File: src/rtl/irqc_pkg.sv
// Shared constants and state encoding for the interrupt collector.
package irqc_pkg;

    localparam int IRQC_N   = 8;
    localparam int IRQC_IDW = 3;

    typedef enum logic {
        IDLE,
        PRESENT
    } irqc_state_t;

endpackage

File: src/rtl/irqc_pri_enc.sv
// Combinational N-to-IDW priority encoder; the highest set index wins.
module irqc_pri_enc
    import irqc_pkg::*;
#(
    parameter int N   = IRQC_N,
    parameter int IDW = IRQC_IDW
) (
    input  logic [N-1:0]   req_i,
    output logic [IDW-1:0] id_o,
    output logic           any_o
);

    // Ascending scan so a later (higher) index overrides a lower one.
    always_comb begin
        id_o  = '0;
        any_o = 1'b0;
        for (int i = 0; i < N; i++) begin
            if (req_i[i]) begin
                id_o  = IDW'(i);
                any_o = 1'b1;
            end
        end
    end

endmodule

File: src/rtl/irq_collector.sv
// Edge-latched interrupt collector with masking, priority pick and a registered
// valid/ready output. Optional sticky overflow flags under IRQ_COLLECTOR_OVERFLOW_EN.
module irq_collector
    import irqc_pkg::*;
#(
    parameter int N   = IRQC_N,
    parameter int IDW = IRQC_IDW
) (
    input  logic           clk,
    input  logic           rst,
    input  logic [N-1:0]   req_in,
    input  logic [N-1:0]   mask,
    output logic           irq_valid,
    output logic [IDW-1:0] irq_id,
    input  logic           irq_ready,
    output logic [N-1:0]   pending_out
`ifdef IRQ_COLLECTOR_OVERFLOW_EN
    ,
    output logic [N-1:0]   ovf,
    input  logic           ovf_clr
`endif
);

    irqc_state_t    state_q, state_d;
    logic [N-1:0]   req_prev_q;
    logic [N-1:0]   pending_q, pending_d;
    logic           valid_q, valid_d;
    logic [IDW-1:0] id_q, id_d;

    logic [N-1:0]   edge_w;
    logic [N-1:0]   eligible_w;
    logic [N-1:0]   clr_vec_w;
    logic [IDW-1:0] winner_w;
    logic           any_w;
    logic           accept_w;

    assign edge_w     = req_in & ~req_prev_q;
    assign eligible_w = pending_q & mask;

    // Handshake: a transfer happens on any edge where irq_valid && irq_ready;
    // irq_valid/irq_id are registered and never change while waiting for ready.
    assign accept_w  = (state_q == PRESENT) && irq_ready;
    assign clr_vec_w = accept_w ? (N'(1) << id_q) : '0;
    assign pending_d = (pending_q & ~clr_vec_w) | edge_w;

    irqc_pri_enc #(
        .N   (N),
        .IDW (IDW)
    ) u_pri_enc (
        .req_i (eligible_w),
        .id_o  (winner_w),
        .any_o (any_w)
    );

    always_comb begin
        state_d = state_q;
        valid_d = valid_q;
        id_d    = id_q;
        unique case (state_q)
            IDLE: begin
                if (any_w) begin
                    id_d    = winner_w;
                    valid_d = 1'b1;
                    state_d = PRESENT;
                end
            end
            PRESENT: begin
                if (irq_ready) begin
                    valid_d = 1'b0;
                    state_d = IDLE;
                end
            end
            default: begin
                state_d = IDLE;
                valid_d = 1'b0;
            end
        endcase
    end

    always_ff @(posedge clk) begin
        if (rst) begin
            state_q    <= IDLE;
            req_prev_q <= '0;
            pending_q  <= '0;
            valid_q    <= 1'b0;
            id_q       <= '0;
        end else begin
            state_q    <= state_d;
            req_prev_q <= req_in;
            pending_q  <= pending_d;
            valid_q    <= valid_d;
            id_q       <= id_d;
        end
    end

    assign irq_valid   = valid_q;
    assign irq_id      = id_q;
    assign pending_out = pending_q;

`ifdef IRQ_COLLECTOR_OVERFLOW_EN
    logic [N-1:0] ovf_q, ovf_d;

    // A re-arrival on a still-pending bit overflows unless that bit is being
    // consumed this very cycle; a fresh overflow beats a simultaneous clear.
    assign ovf_d = (ovf_clr ? '0 : ovf_q) | (edge_w & pending_q & ~clr_vec_w);

    always_ff @(posedge clk) begin
        if (rst) begin
            ovf_q <= '0;
        end else begin
            ovf_q <= ovf_d;
        end
    end

    assign ovf = ovf_q;
`endif

endmodule

File: config.mk
export PLATFORM = sky130hd
export DESIGN_NAME = irq_collector
export DESIGN_NICKNAME = d
export VERILOG_FILES = /design/src/rtl/irqc_pkg.sv /design/src/rtl/irqc_pri_enc.sv /design/src/rtl/irq_collector.sv
export SDC_FILE = /design/constraint.sdc
export NUM_CORES = 1
export LEC_CHECK = 0
export ABC_AREA = 1
export BUFFER_PORTS_ARGS = -buffer_cell sky130_fd_sc_hd__buf_2
export CORE_MARGIN = 3
export CORE_UTILIZATION = 53
export CTS_CLUSTER_SIZE = 28
export DETAILED_ROUTE_END_ITERATION = 6
export PLACE_DENSITY = 0.86
export SYNTH_ARGS = -nofsm -noshare
export SYNTH_HDL_FRONTEND = slang
export SYNTH_HIERARCHICAL = 1
export SYNTH_SLANG_ARGS = --single-unit
File: constraint.sdc
create_clock -name clk -period 3.3 [get_ports clk]
set_input_delay 0.495 -clock clk [delete_from_list [all_inputs] [get_ports clk]]
set_output_delay 0.495 -clock clk [all_outputs]
set_load 0.01 [all_outputs]
# After elaboration in Yosys (flattened, before gate mapping)
# Cells that the tools add are included.
# totals
out_inout_bits	12
elab_cells	40
register_bits	21
input_bits	19
# op_classes
bitwise	7
n_eq_ne	2
mux	22
n_shift	1
n_reduce_logical	3
# ops
operator	n
$and A8 B8 Y8	3
$not A8 Y8	2
$mux W1	13
$mux W3	4
$mux W8	1
$or A8 B8 Y8	1
$shl A1 B3 Y8 const A	1
$mux W2	2
$ne A2 B2 Y1 const B	2
$pmux W1 S2	2
$reduce_and A2 Y1	2
$logic_and A1 B1 Y1	1
$not A1 Y1	1

# Longest topological paths before layout
# Gate-level depths: netlist of run 1.
# depth
depth_word	11
depth_mapped	11
depth_no_buf	11

# Cells and area by module
# Netlist of run 1, hierarchy kept.
# by_module_without_submodules
mod	area_per_inst_um2	n_inst	cells_per_inst	seq_area_each_um2
irq_collector	923.4	1	140	420.4
irqc_pri_enc	77.6	1	20	0.0

# Least setup slack after synthesis of run 1
# Ideal clock, no wire load.
# synth_timing
path_type	input to register
startpoint	input port mask[2]
endpoint	register id_q[0], in the netlist irq_id[0]
arrival_ns	1.209
path_slack_ns	1.978
required_time_ns	3.187
setup_ns	0.113
n_path_buf	0
cell_stages	10
path_cell_list	nand2_1 > inv_1 > inv_1 > nand2_1 > nor3_1 > nand3_1 > nand2_1 > inv_1 > nor2_1 > nor2_1
# synth_via
elab_chain_len	8
elab_cells_between_ends	14
cone_classes	mux (12); bitwise (1); reduce/logical (1)
# synth_lines
item	line	text
start: declaration	irq_collector.sv:12	input logic [N-1:0] mask,
$and A8 B8 Y8	irq_collector.sv:38	assign eligible_w = pending_q & mask;
net eligible_w[2]	irq_collector.sv:31	logic [N-1:0] eligible_w;
$mux W1 (6 in series)	irqc_pri_enc.sv:18	if (req_i[i]) begin
net any_w	irq_collector.sv:34	logic any_w;
$reduce_and A2 Y1 (no source line)	--	
end signal: assignment	irq_collector.sv:92	id_q <= id_d;
end: declaration	irq_collector.sv:28	logic [IDW-1:0] id_q, id_d;
# The timed path passes the listed nets, and every way through them passes these cells.
# A chain may end at the register's enable or synchronous reset.

# Worst setup path after layout of run 1
# layout_timing
startpoint	register id_q[1], in the netlist irq_id[1]
endpoint	output port irq_id[1]
# layout_rtl
item	line	text
end: declaration	irq_collector.sv:14	output logic [IDW-1:0] irq_id,
# No word-level cell between the ends.

==> flow_metrics.py, run 1 <==
metrics = {
    "synthesis": {
        "synth.net_count": 179,
        "syn-cell-area_sq_mm": 0.00100,
        "synthDistinctLibCells": 13,
        "seq_area_frac_synth": 0.420,
        "synth_area_leaders": "dfxtp_1 42%, nand2_1 19%, inv_1 17%, nor2_1 11%, nor2_8 2.0%",
        "synth_ff_type": "dfxtp_1",
        "ys_seq_elements": 21,
        "synth-edff-count": 0,
        "synth_top_area_share": 0.420,
        "synthCells": 160,
        "synth_common_cells": "51 x nand2_1, 44 x inv_1, 30 x nor2_1",
        "synthArstFlopShare": 0,
        "syn_avg_cell_area_sq_um": 6.26,
        "synth_warnings": 6,
        "synth_top_cell_by_area": "dfxtp_1",
        "synth_most_common_cell": "nand2_1",
    },
    "global_route": {
        "antenna_found_initial": 0,
        "overflow": 0,
        "first_global_vias": 859,
        "grtUsageTotal": 0.172,
        "grt_pass1_wl_um": 3310,
        "grt_max_degree": 18,
    },
    "finish": {
        "antennaDiodeCount": 0,
        "fillers": 190,
        "area_delta_synth_final_pct": 18.1,
        "utilization": 0.670,
        "layout.cells.non_filler": 217,
        "layout-drive-gt1-share": 0.208,
        "nets": 212,
    },
    "routing": {
        "drc": 0,
        "wirelength_um": 1860,
        "firstDrtPassIters": 4,
        "routed.top_layer": "met4",
        "met2_length_um": 903,
        "vias_per_cell": 4.29,
        "via_count": 930,
        "met3_length_um": 91,
        "wl_met1_um": 816,
        "drt_iter0_drc": 9,
        "ant_nets": 0,
        "wire_per_inst_um": 8.55,
    },
    "sta": {
        "min_period_over_period": 0.420,
        "worst_pin_slew_ns": 0.409,
        "fin_hold_ws_ns": 0.411,
        "fmax_mhz": 721,
        "setup_ws_ns": 1.91,
        "finalSetupTns_ns": 0,
        "drv_slew": 0,
        "setup-violations-final": 0,
        "clock_skew_ns": 0.00578,
        "max_slew_margin": 0.727,
        "rsz0062_at_grt": "false",
        "hold_violations": 0,
        "fin_crit_ns": 1.39,
    },
    "worst_setup_path": {
        "path_class": "flip-flop to output port",
        "critPathTopFamily": "flip-flops",
        "cp_cell_sequence": "buf_2",
        "required_ns": 2.80,
        "crit_path_max_fanout": 6,
        "critPathCaptureType": "output port",
        "cp-start-kind": "flip-flop",
        "cp_data_arrival_time_ns": 0.89,
        "cpPeakStageDelay_ns": 0.44,
        "path_buf_inv": 1,
        "cp_slowest_cell": "dfxtp_1",
    },
    "floorplan": {
        "initial_core_util": 0.567,
        "die_area_sq_mm": 0.00245,
        "die_y_um": 49.5,
        "io_pins": 31,
        "fp.dieW_um": 49.5,
        "fp-row-count": 15,
        "design.core.area_sq_mm": 0.00176,
    },
    "clock_tree": {
        "cts.path.max_buffers": 2,
        "path_clk_slew_ns": 0.11,
        "numCtsBuffers": 3,
        "cts_tree": "yes",
        "htreeDepth": 1,
        "clock_latency_ns": 0.29,
        "cts_root_buf": "clkbuf_4",
        "cts_hold_buf": 0,
        "cts.sinks": 21,
        "post-cts-setup-buffers": 0,
        "cts_resized": 0,
    },
    "run_status": {
        "status": "finished clean",
    },
    "pwr": {
        "ir_worst_vdd_mv": 0.303,
        "power_leakage_nw": 0.736,
        "power_density_mw_per_mm2": 451,
    },
    "placed_design": {
        "io_buffers": 30,
        "dpl_worst_slack_ns": 1.74,
        "hpwl_um": 1530,
        "gp_congestion": 0.918,
        "placedCellCount": 213,
    },
    "run": {
        "cap_violations": 0,
    },
    "worst_hold_path": {
        "min_path_type": "primary input to flip-flop",
    },
}
## cell usage in the layout, fill, tap and decap left out
cell and n:
nand2_1 51, inv_1 44, nor2_1 30, buf_2 30
dfxtp_1 21, nand2_2 3, o21ai_1 3, clkbuf_4 3
nor2_2 2, nor2_8 1, clkinv_4 1, clkbuf_1 1
nor3_1 1, nand3_1 1
## registers in the layout, indices dropped and copies added, names as in the netlist
register     flops
pending_out      8
req_prev_q       8
irq_id           3
irq_valid        1
state_q          1
## per-layer routing
metal  global-route usage  vias up
met2                0.313       22
met4               0.0783        0
met3               0.0363        6
li1                     -      506
met1                0.189      396
met5                    0        -
## area by class of cell
type	instances	area, sq um	share of cell area
Sequential cell	21	420	0.356
Multi-Input combinational cell	92	380	0.322
Inverter	45	174	0.147
Timing Repair Buffer	30	150	0.127
Tap cell	25	31.3	0.0265
Clock buffer	4	26.3	0.0222
## power breakdown
group / internal [mW] / switching [mW] / leakage (nW)
registers: 0.278 / 0.0194 / 0.175
clock network: 0.0470 / 0.0688 / 0.0150
logic: 0.0476 / 0.0721 / 0.546
## metrics by stage
step	power, mW	cell area (sq um)
after global routing	0.576	1180
after CTS	0.539	1180
final	0.533	1180
after detailed placement	0.423	1160
after floorplan	0.383	1000
after global placement	0.418	1160
## cells by family (layout without fill, tap and decap cells)
kind of cell           after synthesis  in the layout  synth area share
buffers and inverters               47             79             0.200
DFF                                 21             21             0.420
AOI/OAI and AO/OA                    3              3            0.0150
and+or+nand+nor                     89             89             0.365
## worst paths after layout
kind | from | endpoint | slack (ns) | depth (start not counted)
worst max-delay path | irq_id[1] | irq_id[1] | 1.91 | 1
worst min-delay path | req_in[0] | req_prev_q[0] | 0.41 | 3
worst max register to register | pending_out[3] | irq_id[1] | 1.99 | 10
worst min register to register | req_prev_q[7] | pending_out[7] | 0.47 | 3
Power figures use the tool's default switching activity.
==> run 2, diff against run 1 <==
CORE_UTILIZATION = 49   (was 53)
PLACE_DENSITY = 0.81   (was 0.86)
clock period = 1.3 ns   (was 3.3 ns; I/O delays follow)
==> run 2 against run 1 <==
  * Sequential cell count unchanged
  * Clock skew about the same
  * Global-route usage decreased by 1.6 points
  * Critical path depth increased by 7
  * Routed wire length decreased by 1.8%
  * Via count decreased by 0.32%
  * Final cell count increased by 0.46%
  * Die area increased by 7.1%
  * Clock power increased to 2.7 times the previous value
  * Combinational power increased to 2.7 times the previous value
  * Utilization decreased by 0.97 points
  * Sequential share of layout area decreased by 0.49 points
  * Critical endpoint is now irq_id[2]
==> flow_metrics.py, run 2 (same netlist as run 1, synthesis figures left out) <==
metrics = {
    "clock_tree": {
        "cts_hold_buf": 0,
        "path_clk_slew_ns": 0.11,
        "cts.path.max_buffers": 2,
        "cts.sinks": 21,
        "cts_tree": "yes",
        "clock_latency_ns": 0.30,
        "cts_root_buf": "clkbuf_4",
        "numCtsBuffers": 3,
        "htreeDepth": 1,
    },
    "global_route": {
        "use_met2": 0.275,
        "grt_max_degree": 18,
        "grtUsageTotal": 0.155,
        "overflow": 0,
        "top_usage_layer": "met2",
        "grt_pass1_wl_um": 3080,
        "use_met1": 0.171,
        "antenna_found_initial": 0,
        "first_global_vias": 821,
        "use_met3": 0.0437,
    },
    "pwr": {
        "p_sw_mw": 0.428,
        "pwr-share-comb": 0.231,
        "p_seq_frac": 0.546,
        "p_int_mw": 0.953,
        "p_clk_frac": 0.223,
        "ir_worst_vdd_mv": 0.796,
        "power_leakage_nw": 0.744,
        "power_density_mw_per_mm2": 1150,
        "switching_share": 0.310,
        "power_mw": 1.38,
    },
    "worst_hold_path": {
        "min_path_type": "primary input to flip-flop",
        "hp-start": "req_in[5]",
    },
    "run_status": {
        "status": "finished clean",
    },
    "placed_design": {
        "dpl_worst_slack_ns": 0.0457,
        "io_buffers": 30,
        "gp_congestion": 0.852,
        "dpl_cell_area_sq_mm": 0.00116,
        "placedCellCount": 213,
        "hpwl_um": 1420,
    },
    "worst_setup_path": {
        "cp-start-kind": "flip-flop",
        "crit_start": "pending_out[5]",
        "r2r_start": "pending_out[5]",
        "cp_data_arrival_time_ns": 1.44,
        "required_ns": 1.55,
        "crit_path_max_fanout": 4,
        "critPathCaptureType": "flip-flop",
        "path_class": "flip-flop to flip-flop",
    },
    "finish": {
        "fillers": 184,
        "layout.cells.non_filler": 218,
        "area_delta_synth_final_pct": 20.1,
        "final_common_cell": "nand2_1",
        "layout-drive-gt1-share": 0.249,
        "stdcell_area_sq_mm": 0.00120,
        "layout_common_cells": "49 x nand2_1, 42 x inv_1, 30 x nor2_1, 30 x buf_2, 20 x dfxtp_1",
        "utilization": 0.660,
        "antennaDiodeCount": 0,
        "nets": 213,
    },
    "sta": {
        "finalSetupTns_ns": 0,
        "clock_skew_ns": 0.00573,
        "worst_pin_slew_ns": 0.426,
        "fin_crit_ns": 1.19,
        "fin_hold_ws_ns": 0.0928,
        "fmax_mhz": 842,
        "setup_ws_ns": 0.112,
        "drv_slew": 0,
        "setup-violations-final": 0,
        "hold_violations": 0,
        "min_period_over_period": 0.914,
        "max_slew_margin": 0.716,
    },
    "floorplan": {
        "initial_core_util": 0.550,
        "design.core.area_sq_mm": 0.00182,
        "io_pins": 31,
        "fp.dieW_um": 51.2,
        "die_y_um": 51.2,
        "die_area_sq_mm": 0.00262,
        "fp-row-count": 15,
    },
    "routing": {
        "via_count": 927,
        "firstDrtPassIters": 4,
        "wirelength_um": 1820,
        "vias_per_cell": 4.25,
        "drc": 0,
        "drt_iter0_drc": 14,
        "ant_nets": 0,
        "wire_per_inst_um": 8.35,
    },
    "run": {
        "cap_violations": 0,
    },
}
## run 2: per-layer routing
metal / vias to the layer above / share of wire
met3: 4 / 0.051
li1: 505 / -
met1: 392 / 0.44
met4: 0 / 0.015
met2: 26 / 0.50
met5: - / 0
## run 2: what timing repair did
item / CTS / global route
endpoints found under the setup margin: 0 / 4
resized for setup: 0 / 6
buffers inserted: 0 / 1
## run 2: final timing paths
kind | end | slack (ns) | cells past startpoint
max | irq_id[2] | 0.11 | 8
min | req_prev_q[5] | 0.09 | 3
max reg2reg | irq_id[2] | 0.11 | 8
min reg2reg | pending_out[0] | 0.47 | 3
## run 2: cell type report
cell class / instances / area, sq um / area share
Clock buffer: 3 / 22.5 / 0.0187
Clock inverter: 1 / 5.00 / 0.00416
Inverter: 45 / 174 / 0.145
Multi-Input combinational cell: 92 / 390 / 0.325
Sequential cell: 21 / 422 / 0.351
Tap cell: 25 / 31.3 / 0.0260
Timing Repair Buffer: 31 / 158 / 0.131
## run 2: power groups by stage
stage	clock network, mW	registers [mW]	logic, mW
after CTS	0.322	0.754	0.305
after global placement	0	0.766	0.295
after floorplan	0	0.784	0.187
final	0.308	0.755	0.319
after detailed placement	0	0.768	0.302
after global routing	0.356	0.765	0.364
## run 2: critical path, stage by stage (launching register included)
cell and delay, ns:
dfxtp_1 0.34, nand2_1 0.06, inv_1 0.05, nor2_1 0.19
nand3_1 0.14, nand2_2 0.12, buf_4 0.11, o21ai_1 0.05
nor2_1 0.08
==> run 3, diff against run 2 <==
RECOVER_POWER = 25   (was not set)
==> run 3 against run 2 <==
  * Critical path type unchanged
  * Register-to-register slack is essentially flat
  * Non-clock buffer count stayed put
  * Utilization down 0.069 points
  * Cell area is 0.10% lower
  * Final cell count unchanged
  * Sequential power about the same
  * Clock skew stayed put
  * Global-route usage unchanged
  * Combinational power is essentially flat
==> flow_metrics.py, run 3 (same netlist as run 1, synthesis figures left out) <==
metrics = {
    "clock_tree": {
        "cts_hold_buf": 0,
        "clock_latency_ns": 0.30,
        "cts_tree": "yes",
        "cts_root_buf": "clkbuf_4",
        "htreeDepth": 1,
        "path_clk_slew_ns": 0.11,
        "cts.path.max_buffers": 2,
        "cts.sinks": 21,
        "numCtsBuffers": 3,
    },
    "pwr": {
        "power_mw": 1.38,
        "power_leakage_nw": 0.742,
        "power_density_mw_per_mm2": 1150,
        "ir_worst_vdd_mv": 0.794,
    },
    "sta": {
        "worst_pin_slew_ns": 1.02,
        "hold_violations": 0,
        "min_period_over_period": 0.916,
        "max_slew_margin": 0.320,
        "clock_skew_ns": 0.00573,
        "drv_slew": 0,
        "fmax_mhz": 840,
        "fin_crit_ns": 1.19,
        "setup-violations-final": 0,
    },
    "routing": {
        "vias_per_cell": 4.25,
        "wire_per_inst_um": 8.36,
        "drc": 0,
        "via_count": 927,
        "ant_nets": 0,
        "drt_iter0_drc": 14,
        "firstDrtPassIters": 4,
        "wirelength_um": 1820,
    },
    "global_route": {
        "overflow": 0,
        "grt_pass1_wl_um": 3080,
        "grtUsageTotal": 0.155,
        "antenna_found_initial": 0,
        "grt_max_degree": 18,
        "first_global_vias": 821,
    },
    "worst_hold_path": {
        "hp-start": "req_in[5]",
        "hold-path-endpoint": "req_prev_q[5]",
        "min_path_type": "primary input to flip-flop",
        "holdPathStages": 3,
    },
    "finish": {
        "layout_common_cells": "49 x nand2_1, 42 x inv_1, 30 x nor2_1, 29 x buf_2, 20 x dfxtp_1",
        "fillers": 185,
        "utilization": 0.660,
        "final_common_cell": "nand2_1",
        "stdcell_area_sq_mm": 0.00120,
        "area_delta_synth_final_pct": 20.0,
        "layout.cells.non_filler": 218,
        "layout-drive-gt1-share": 0.244,
        "nets": 213,
        "antennaDiodeCount": 0,
    },
    "floorplan": {
        "fp.dieW_um": 51.2,
        "io_pins": 31,
        "initial_core_util": 0.550,
        "fp-row-count": 15,
        "die_y_um": 51.2,
        "die_area_sq_mm": 0.00262,
        "design.core.area_sq_mm": 0.00182,
    },
    "run": {
        "cap_violations": 0,
    },
    "worst_setup_path": {
        "path_class": "flip-flop to flip-flop",
        "path_buf_inv": 2,
        "reg2reg_depth": 8,
        "r2r_end": "irq_id[2]",
        "required_ns": 1.55,
        "critPathTopFamily": "simple AND/OR/NAND/NOR gates",
        "critPathCaptureType": "flip-flop",
        "path_common_cell": "nor2_1",
        "cp_slowest_cell": "dfxtp_1",
        "rrSetupSlack_ns": 0.11,
        "r2r_start": "pending_out[5]",
        "cp-start-kind": "flip-flop",
        "crit_path_max_fanout": 4,
        "crit_start": "pending_out[5]",
        "cp_cell_sequence": "nand2_1 -> inv_1 -> nor2_1 -> nand3_1 -> nand2_2 -> buf_4 -> o21ai_1 -> nor2_1",
        "cp_data_arrival_time_ns": 1.44,
        "cpPeakStageDelay_ns": 0.34,
    },
    "run_status": {
        "status": "finished clean",
    },
    "placed_design": {
        "io_buffers": 30,
        "dpl_cell_area_sq_mm": 0.00116,
        "hpwl_um": 1420,
        "placedCellCount": 213,
        "gp_congestion": 0.852,
    },
}
-- run 3: final cells by class --
cell class | count | area (sq um) | share of cell area
Multi-Input combinational cell | 92 | 390 | 0.325
Sequential cell | 21 | 422 | 0.351
Inverter | 45 | 174 | 0.145
Clock inverter | 1 | 5.00 | 0.00417
Tap cell | 25 | 31.3 | 0.0260
Timing Repair Buffer | 31 | 156 | 0.130
Clock buffer | 3 | 22.5 | 0.0188
-- run 3: how the worst max path moves through the flow --
stage / endpoint / slack [ns] / cells after the start
2_1_floorplan: irq_id[0] / 0.12 / 10
3_3_place_gp: irq_id[1] / 0.11 / 10
3_5_place_dp: irq_id[0] / 0.05 / 10
4_1_cts: irq_id[0] / 0.04 / 10
5_1_grt: irq_id[2] / -0.01 / 10
6_report: irq_id[2] / 0.11 / 8
-- run 3: metal layers --
| layer | routed length [um] | global-route usage | up-vias |
|---|---|---|---|
| met2 | 903 | 0.275 | 26 |
| met4 | 27 | 0.0673 | 0 |
| met1 | 798 | 0.171 | 392 |
| li1 | - | - | 505 |
| met5 | 0 | 0 | - |
| met3 | 93 | 0.0437 | 4 |
-- run 3: power breakdown --
part	switching, mW	leakage (nW)	internal (mW)	total (mW)
logic	0.187	0.548	0.131	0.318
clock network	0.193	0.0177	0.115	0.308
registers	0.0476	0.176	0.707	0.755
total	0.429	0.742	0.953	1.38
-- run 3: timing repair --
item | 4_1_cts | 5_1_grt
buffers inserted | 0 | 1
endpoints found under the hold margin | 0 | 0
resized for setup | 0 | 6
setup endpoints to repair | 0 | 4
-- run 3: worst register-to-register path, stage by stage, from the launching register on --
cell     delay [ns]
dfxtp_1        0.34
nand2_1        0.06
inv_1          0.05
nor2_1         0.19
nand3_1        0.14
nand2_2        0.12
buf_4          0.11
o21ai_1        0.05
nor2_1         0.08
-- run 3: metrics by stage --
stage	hold slack, ns	TNS (ns)	setup WS [ns]
2_1_floorplan	0.314	0	0.115
3_3_place_gp	0.420	0	0.109
3_5_place_dp	0.424	0	0.0457
4_1_cts	0.0841	0	0.0380
5_1_grt	0.0905	-0.0141	-0.0141
6_report	0.0928	0	0.109
